===== src/rtl/dma_pcis_axi_wr_slave.sv =====
// AXI4 write-only slave on the PCIS DMA port: forwards each in-range W beat as one
// PCI-E packet on a valid/grant interface and returns one B response per burst.
module dma_pcis_axi_wr_slave #(
    parameter int ID_WIDTH   = 6,
    parameter int ADDR_WIDTH = 64,
    parameter int BEAT_SIZE  = 6
) (
    input  logic                  clk,
    input  logic                  rst_n,
    input  logic [ID_WIDTH-1:0]   awid,
    input  logic [ADDR_WIDTH-1:0] awaddr,
    input  logic [7:0]            awlen,
    input  logic [2:0]            awsize,
    input  logic                  awvalid,
    output logic                  awready,
    input  logic [511:0]          wdata,
    input  logic [63:0]           wstrb,
    input  logic                  wlast,
    input  logic                  wvalid,
    output logic                  wready,
    output logic [ID_WIDTH-1:0]   bid,
    output logic [1:0]            bresp,
    output logic                  bvalid,
    input  logic                  bready,
    output logic [511:0]          packet_out,
    output logic                  packet_out_valid,
    input  logic                  packet_out_grant,
    output logic [31:0]           beats_forwarded
);

    typedef enum logic [1:0] {IDLE, DATA, DROP, RESP} state_t;

    state_t                state_q, state_d;
    logic [ID_WIDTH-1:0]   id_q, id_d;
    logic [7:0]            len_q, len_d;
    logic [7:0]            cnt_q, cnt_d;
    logic                  err_q, err_d;
    logic                  bvalid_q, bvalid_d;
    logic [ID_WIDTH-1:0]   bid_q, bid_d;
    logic [1:0]            bresp_q, bresp_d;
    logic [31:0]           fwd_q, fwd_d;
    logic                  bad_attr;
    logic                  err_beat;
    logic                  unused_addr_hi;

    // Only the low address bits matter: they decide 64-byte alignment.
    assign unused_addr_hi = ^awaddr[ADDR_WIDTH-1:6];
    assign bad_attr       = (awsize != 3'(BEAT_SIZE)) || (awaddr[5:0] != 6'd0);
    assign packet_out     = wdata;

    always_comb begin
        state_d          = state_q;
        id_d             = id_q;
        len_d            = len_q;
        cnt_d            = cnt_q;
        err_d            = err_q;
        bvalid_d         = bvalid_q;
        bid_d            = bid_q;
        bresp_d          = bresp_q;
        fwd_d            = fwd_q;
        err_beat         = err_q;
        awready          = 1'b0;
        wready           = 1'b0;
        packet_out_valid = 1'b0;
        case (state_q)
            IDLE: begin
                awready = 1'b1;
                if (awvalid) begin
                    id_d    = awid;
                    len_d   = awlen;
                    cnt_d   = 8'd0;
                    err_d   = err_q | bad_attr;
                    state_d = DATA;
                end
            end
            DATA: begin
                wready           = packet_out_grant;
                packet_out_valid = wvalid;
                if (wvalid && packet_out_grant) begin
                    cnt_d    = cnt_q + 8'd1;
                    fwd_d    = (fwd_q != 32'hFFFF_FFFF) ? fwd_q + 32'd1 : fwd_q;
                    err_beat = err_q | (wstrb != '1);
                    if (wlast) begin
                        err_beat = err_beat | (cnt_q != len_q);
                        bvalid_d = 1'b1;
                        bid_d    = id_q;
                        bresp_d  = err_beat ? 2'b10 : 2'b00;
                        state_d  = RESP;
                    end else if (cnt_q == len_q) begin
                        // Master is sending more beats than it announced.
                        err_beat = 1'b1;
                        state_d  = DROP;
                    end
                    err_d = err_beat;
                end
            end
            DROP: begin
                wready = 1'b1;
                if (wvalid && wlast) begin
                    bvalid_d = 1'b1;
                    bid_d    = id_q;
                    bresp_d  = err_q ? 2'b10 : 2'b00;
                    state_d  = RESP;
                end
            end
            RESP: begin
                if (bready) begin
                    bvalid_d = 1'b0;
                    err_d    = 1'b0;
                    state_d  = IDLE;
                end
            end
            default: state_d = IDLE;
        endcase
    end

    always_ff @(posedge clk) begin
        if (!rst_n) begin
            state_q  <= IDLE;
            cnt_q    <= 8'd0;
            err_q    <= 1'b0;
            bvalid_q <= 1'b0;
            bid_q    <= '0;
            bresp_q  <= 2'b00;
            fwd_q    <= 32'd0;
        end else begin
            state_q  <= state_d;
            cnt_q    <= cnt_d;
            err_q    <= err_d;
            bvalid_q <= bvalid_d;
            bid_q    <= bid_d;
            bresp_q  <= bresp_d;
            fwd_q    <= fwd_d;
        end
    end

    always_ff @(posedge clk) begin
        id_q  <= id_d;
        len_q <= len_d;
    end

    assign bvalid          = bvalid_q;
    assign bid             = bid_q;
    assign bresp           = bresp_q;
    assign beats_forwarded = fwd_q;

endmodule

===== config.mk =====
export PLATFORM = sky130hd
export DESIGN_NAME = dma_pcis_axi_wr_slave
export DESIGN_NICKNAME = d
export VERILOG_FILES = /design/src/rtl/dma_pcis_axi_wr_slave.sv
export SDC_FILE = /design/constraint.sdc
export NUM_CORES = 1
export LEC_CHECK = 0
export BUFFER_PORTS_ARGS = -buffer_cell sky130_fd_sc_hd__buf_2
export CELL_PAD_IN_SITES_DETAIL_PLACEMENT = 1
export CELL_PAD_IN_SITES_GLOBAL_PLACEMENT = 1
export CORE_AREA = 8 8 467 469
export CTS_BUF_LIST = sky130_fd_sc_hd__clkbuf_8
export CTS_CLUSTER_DIAMETER = 120
export CTS_CLUSTER_SIZE = 10
export DETAILED_ROUTE_END_ITERATION = 16
export DIE_AREA = 0 0 475 477
export MAX_ROUTING_LAYER = met4
export PLACE_DENSITY_LB_ADDON = 0.12
export SLEW_MARGIN = 20
export SYNTH_ARGS = -nofsm -noshare
export SYNTH_HDL_FRONTEND = slang
export SYNTH_SLANG_ARGS = --single-unit

===== constraint.sdc =====
create_clock -name clk -period 4.75 [get_ports clk]
set_clock_uncertainty 0.15 [all_clocks]
set_input_delay 0.2375 -clock clk [delete_from_list [all_inputs] [get_ports clk]]
set_output_delay 0.2375 -clock clk [all_outputs]
set_load 0.01 [all_outputs]

After elaboration in Yosys (flattened, before gate mapping)
Cells that the tools add are included.
{"block": "totals", "register_bits": 66, "inputBits": 664, "output_inout_bits": 556, "wordCells": 77}
{"block": "classes", "add_sub_neg": 2, "n_eq_ne": 14, "n_mux": 33, "bitwise_logic": 3, "reduce_logical": 16}
{"cell": "inequality test 64 bit (second input constant)", "n": 1}
{"cell": "adder 32 x 1 -> 32 bit (second input constant)", "n": 1}
{"cell": "inequality test 32 bit (second input constant)", "n": 1}
{"cell": "2-to-1 mux 2 bit", "n": 11}
{"cell": "2-to-1 mux 6 bit", "n": 3}
{"cell": "2-to-1 mux 8 bit", "n": 2}
{"cell": "one-hot mux 8 bit (2 select lines)", "n": 1}
{"cell": "one-hot mux 6 bit (2 select lines)", "n": 1}
{"cell": "2-to-1 mux 1 bit", "n": 10}
{"cell": "inequality test 2 bit (second input constant)", "n": 5}
{"cell": "AND reduction 5 bit", "n": 2}
{"cell": "adder 8 x 1 -> 8 bit (second input constant)", "n": 1}
{"cell": "== test 8 bit", "n": 1}
{"cell": "inequality test 8 bit", "n": 1}
{"cell": "one-hot mux 2 bit (4 select lines)", "n": 1}
{"cell": "AND reduction 4 bit", "n": 2}
{"cell": "inequality test 3 bit (second input constant)", "n": 2}
{"cell": "one-hot mux 1 bit (3 select lines)", "n": 2}
{"cell": "AND reduction 3 bit", "n": 2}
{"cell": "nonzero test 3 bit", "n": 2}
{"cell": "nonzero test 6 bit", "n": 1}
{"cell": "== test 2 bit (second input constant)", "n": 2}
{"cell": "one-hot mux 2 bit (2 select lines)", "n": 1}
{"cell": "nonzero test 2 bit", "n": 2}
{"cell": "other kinds (7)", "n": 10}

Depth between registers and ports, before layout
{"block": "logic_depth", "depth_word": 7, "depth_mapped": 8, "ltp_nobuf": 7}

Worst setup path before layout
OpenSTA, ideal clock, no wires.
{"block": "synth_path", "path_type": "reg-to-reg", "from": "register state_q[1]", "to": "register fwd_q[20] (netlist: beats_forwarded[20])", "setup_time_ns": 0.070, "arrival_ns": 1.957, "t_required_ns": 4.530, "slack_ns": 2.573, "stages_incl_launch_ff": 9, "n_path_buf": 1, "cell_sequence": "dfxtp_1 -> inv_1 -> ha_1 -> and3_1 -> buf_2 -> and2_1 -> o31ai_1 -> or4_1 -> a21oi_1"}
{"block": "synth_via", "elab_chain_len": 2}
{"item": "from (decl)", "line_no": "33", "text": "state_t state_q, state_d;"}
{"item": "from (signal assigned)", "line_no": "127", "text": "state_q <= state_d;"}
{"item": "== test 2 x 1 -> 1 bit", "line_no": "65", "text": "case (state_q)"}
{"item": "AND reduction 3 bit (no line)"}
{"item": "to (signal assigned)", "line_no": "133", "text": "fwd_q <= fwd_d;"}
{"item": "to (decl)", "line_no": "41", "text": "logic [31:0] fwd_q, fwd_d;"}
Every way passes these cells.
A chain may end at the register's enable or synchronous reset.

Final worst setup path
{"block": "layout_path", "from": "register state_q[1]", "to": "register bid_q[2] (netlist: bid[2])"}
{"block": "layout_via", "elab_chain_len": 3}
{"item": "== test 2 x 1 -> 1 bit or == test 2 bit (tied branches)", "line_no": "65"}
{"item": "inequality test 2 bit (no line) or nonzero test 2 bit (tied branches)"}
{"item": "AND reduction 4 bit (no line)"}
{"item": "to (signal assigned)", "line_no": "131", "text": "bid_q <= bid_d;"}
{"item": "to (decl)", "line_no": "39", "text": "logic [ID_WIDTH-1:0] bid_q, bid_d;"}
Parallel ways exist; a longest one is shown, timed or not.

==> summary.txt <==
STA
  • Max_slew headroom: 35.56%
  • Worst Hold Slack: 0.1796 ns
  • Final slew viol count: 0
  • Post-route minimum period: 2.800 ns
  • TNS Setup: 0 ns
  • Unrepaired setup endpoints after global routing: false
  • Final worst path period share: 58.94%
  • Hold Fails Final Rpt: 0
  • Slew at the pin closest to its max-slew limit: 0.9586 ns
  • FMAX: 357.2 MHz
  • Final setup violation count: 0

Global route
  • Largest net degree at the start of global routing: 25
  • Vias in the first global route: 4856
  • Gr usage total: 6.739%
  • Total gr overflow: 0
  • Initial antenna violation count: 14
  • First-pass GRT wire length: 88690 um

Logic synthesis
  • Post-synth cell types: 49
  • Most frequent cells after synthesis: buf_4 (515), dfxtp_1 (51), a21oi_1 (32)
  • Synth area leaders: buf_4 (54%), dfxtp_1 (14%), edfxtp_1 (5.8%)
  • Main flop type after synthesis: dfxtp_1
  • Mapped Nets: 1556
  • Yosys warns: 0
  • Synth Cell Area: 7197 um^2
  • Yosys reg bits: 65
  • Post-synth top area share: 53.72%
  • Most frequent cell after synthesis: buf_4
  • Post-synth top area cell: buf_4
  • Syn_area_per_cell: 8.123 um^2
  • Post-synthesis async set-or-reset flop share: 0%
  • Sequential share of the synthesized area: 20.03%
  • EDFF count, synth: 14
  • Mapped Cells: 886

Critical path
  • Critical Path Max Stage Delay: 0.78 ns
  • R2R setup slack: 1.95 ns
  • Cell Chain, Critical Path: inv_1 > ha_1 > buf_4 > a221oi_1 > o21a_1 > mux2i_1 > nor2_1
  • Startpoint types: register
  • WP data arrival: 2.94 ns
  • Crit. End Element: register
  • CP Capture Point: bid[2]$_SDFFE_PN0P_
  • Data required, critical path: 4.89 ns
  • Slowest CP cell: o21a_1
  • RR Endpoint: bid[2]$_SDFFE_PN0P_
  • Critical path startpoint: state_q[1]$_SDFFE_PN0P_
  • Reg2Reg Launch Point: state_q[1]$_SDFFE_PN0P_
  • Setup CP Type: register to register
  • Reg2Reg Depth: 7
  • CP max FO: 12

Clock tree
  • Post_cts resized: 0
  • H-tree Lvls: 3
  • Cts hold-fix bufs: 15
  • Maximum clock insertion buffer count: 2
  • Clk sinks: 65
  • Reg clk slew, reported paths: 0.10 ns
  • CTS root buf: clkbuf_8
  • # Post-CTS Setup Buffers: 0
  • CTS tree: built
  • Cts bufs inserted: 9
  • Skew-Pair Late Insertion Delay: 0.41 ns

Floorplan
  • Core area: 210800 um^2
  • Horiz. Die Dim: 475 um
  • Ports: 1220
  • Initial Utilization: 3.414%
  • Die Y: 477 um
  • Die area: 226600 um^2
  • Rows: 169

Place
  • IO Port Bufs: 136
  • DP HPWL: 73810 um
  • RD Place Congestion: 0.7101
  • Placed cell area: 7579 um^2

Power and ir drop
  • Reg power frac: 38.7%
  • Final Power: 1.795 mW
  • Internal Power: 1.098 mW
  • Switching power: 697.1 uW
  • Power Density: 226.1 nW/um^2
  • Comb pwr share: 28.7%
  • Sw frac: 38.83%
  • Peak VDD IR: 112.2 uV
  • Clock share of power: 32.6%
  • Leakage Power: 1.805 nW

Finish
  • FILL cells: 25230
  • Antenna Cells: 0
  • Fin nets: 1200
  • Area grow syn2layout: 10.34%
  • Share of cells above drive strength 1: 31.78%
  • Cell area after layout: 7941 um^2

Routing
  • Vias: 4502
  • DR iter-0 viols: 167
  • Routed vias/inst: 1.341
  • Wire per inst: 23.44 um
  • DRC: 0
  • Total Wirelength: 78660 um
  • Total iterations of the first detailed-routing run: 6
  • Post-route ant nets: 0

Hold path
  • HP Class: input port to register

Outcome
  • Status: complete, no violations

Run
  • Max-cap violations: 0
[critical path: cells and delay by family (launching register included)]
kind	cells	cell delay, ns
AO/OA/AOI/OAI	2	1.19
adder cells (fa/ha/maj)	1	0.25
AND/OR/NAND/NOR	1	0.06
flip-flops	1	0.42
buffers and inverters	2	0.31
multiplexers	1	0.29
[state kept, by name (all words and copies together), names as in the netlist]
| signal | cells |
|---|---|
| beats_forwarded | 32 |
| bid | 6 |
| bresp | 1 |
| bvalid | 1 |
| cnt_q | 8 |
| err_q | 1 |
| id_q | 6 |
| len_q | 8 |
| state_q | 2 |
[power by group through the flow]
stage / Sequential (mW) / Clock (mW) / Combinational (mW)
after floorplan: 0.690 / 0 / 0.702
after global placement: 0.719 / 0 / 0.553
final: 0.694 / 0.586 / 0.515
after global routing: 0.710 / 0.662 / 0.582
after CTS: 0.708 / 0.661 / 0.559
after detailed placement: 0.721 / 0 / 0.546
[cell usage in the layout, fill, tap and decap left out, types with 3 or more instances in the layout]
| cell type | netlist | layout |
|---|---|---|
| buf_2 | 4 | 136 |
| dfxtp_1 | 51 | 51 |
| a21oi_1 | 32 | 32 |
| nand4_1 | 30 | 30 |
| nand2_1 | 26 | 26 |
| nor2_1 | 20 | 20 |
| nand3_1 | 19 | 19 |
| o31ai_1 | 18 | 18 |
| or4_1 | 16 | 16 |
| dlygate4sd3_1 | 0 | 15 |
| edfxtp_1 | 14 | 14 |
| o21ai_0 | 12 | 12 |
| or3_1 | 12 | 12 |
| clkbuf_8 | 0 | 11 |
| buf_4 | 515 | 11 |
| xnor2_1 | 10 | 10 |
| inv_1 | 9 | 9 |
| mux2i_1 | 9 | 9 |
| nor3_1 | 7 | 7 |
| and3_1 | 7 | 7 |
| and4_1 | 6 | 6 |
| ha_1 | 6 | 6 |
| and2_1 | 5 | 5 |
| xor2_1 | 5 | 5 |
| nand2b_1 | 4 | 4 |
| o211ai_1 | 4 | 4 |
| nor4_1 | 6 | 4 |
| nor4b_1 | 3 | 3 |
| nor4_2 | 1 | 3 |
[layout make-up]
cell class                 instances  area (um^2)  area share [%]
clock buffer                      11        151.4           1.906
clock inverter                     5        61.31          0.7720
inverter                           9        33.78          0.4254
multi-input combinational        283         1810           22.80
sequential                        65         1441           18.15
tap                             2821         3530           44.45
timing repair buffer             162        913.4           11.50
[layer usage]
layer / track usage (%) / wire [um]
met5: - / 0
met4: 2.287 / 2998
met3: 7.415 / 19390
met2: 12.44 / 41740
met1: 3.483 / 14530
[how the worst min path moves through the flow]
stage	end	startpoint	cells past startpoint
detailed placement	id_q[2]$_DFFE_PP_	awid[2]	1
finish	beats_forwarded[15]$_SDFFE_PN0P_	rst_n	2
CTS	beats_forwarded[15]$_SDFFE_PN0P_	rst_n	2
global placement	id_q[1]$_DFFE_PP_	awid[1]	1
global route	beats_forwarded[15]$_SDFFE_PN0P_	rst_n	2
floorplan	id_q[0]$_DFFE_PP_	awid[0]	0
[metrics by stage]
step                worst slack, ns  std cells  util [%]
global route                  1.762       3356     3.767
floorplan                     2.573        886         -
finish                        1.950       3356     3.767
global placement              1.043       3324     3.588
CTS                           1.811       3356     3.767
detailed placement            1.849       3325     3.595
[logic make-up after synthesis]
logic type,Yosys count,synth area share (%)
xor gates and xnor gates,15,1.825
muxes,10,1.408
buffers and inverters,538,54.99
AOI/OAI and AO/OA,79,6.833
other,1,0.05211
adders and majority gates,6,1.043
and+or+nand+nor,172,13.82
DFF,65,20.03
Power figures use the tool's default switching activity.
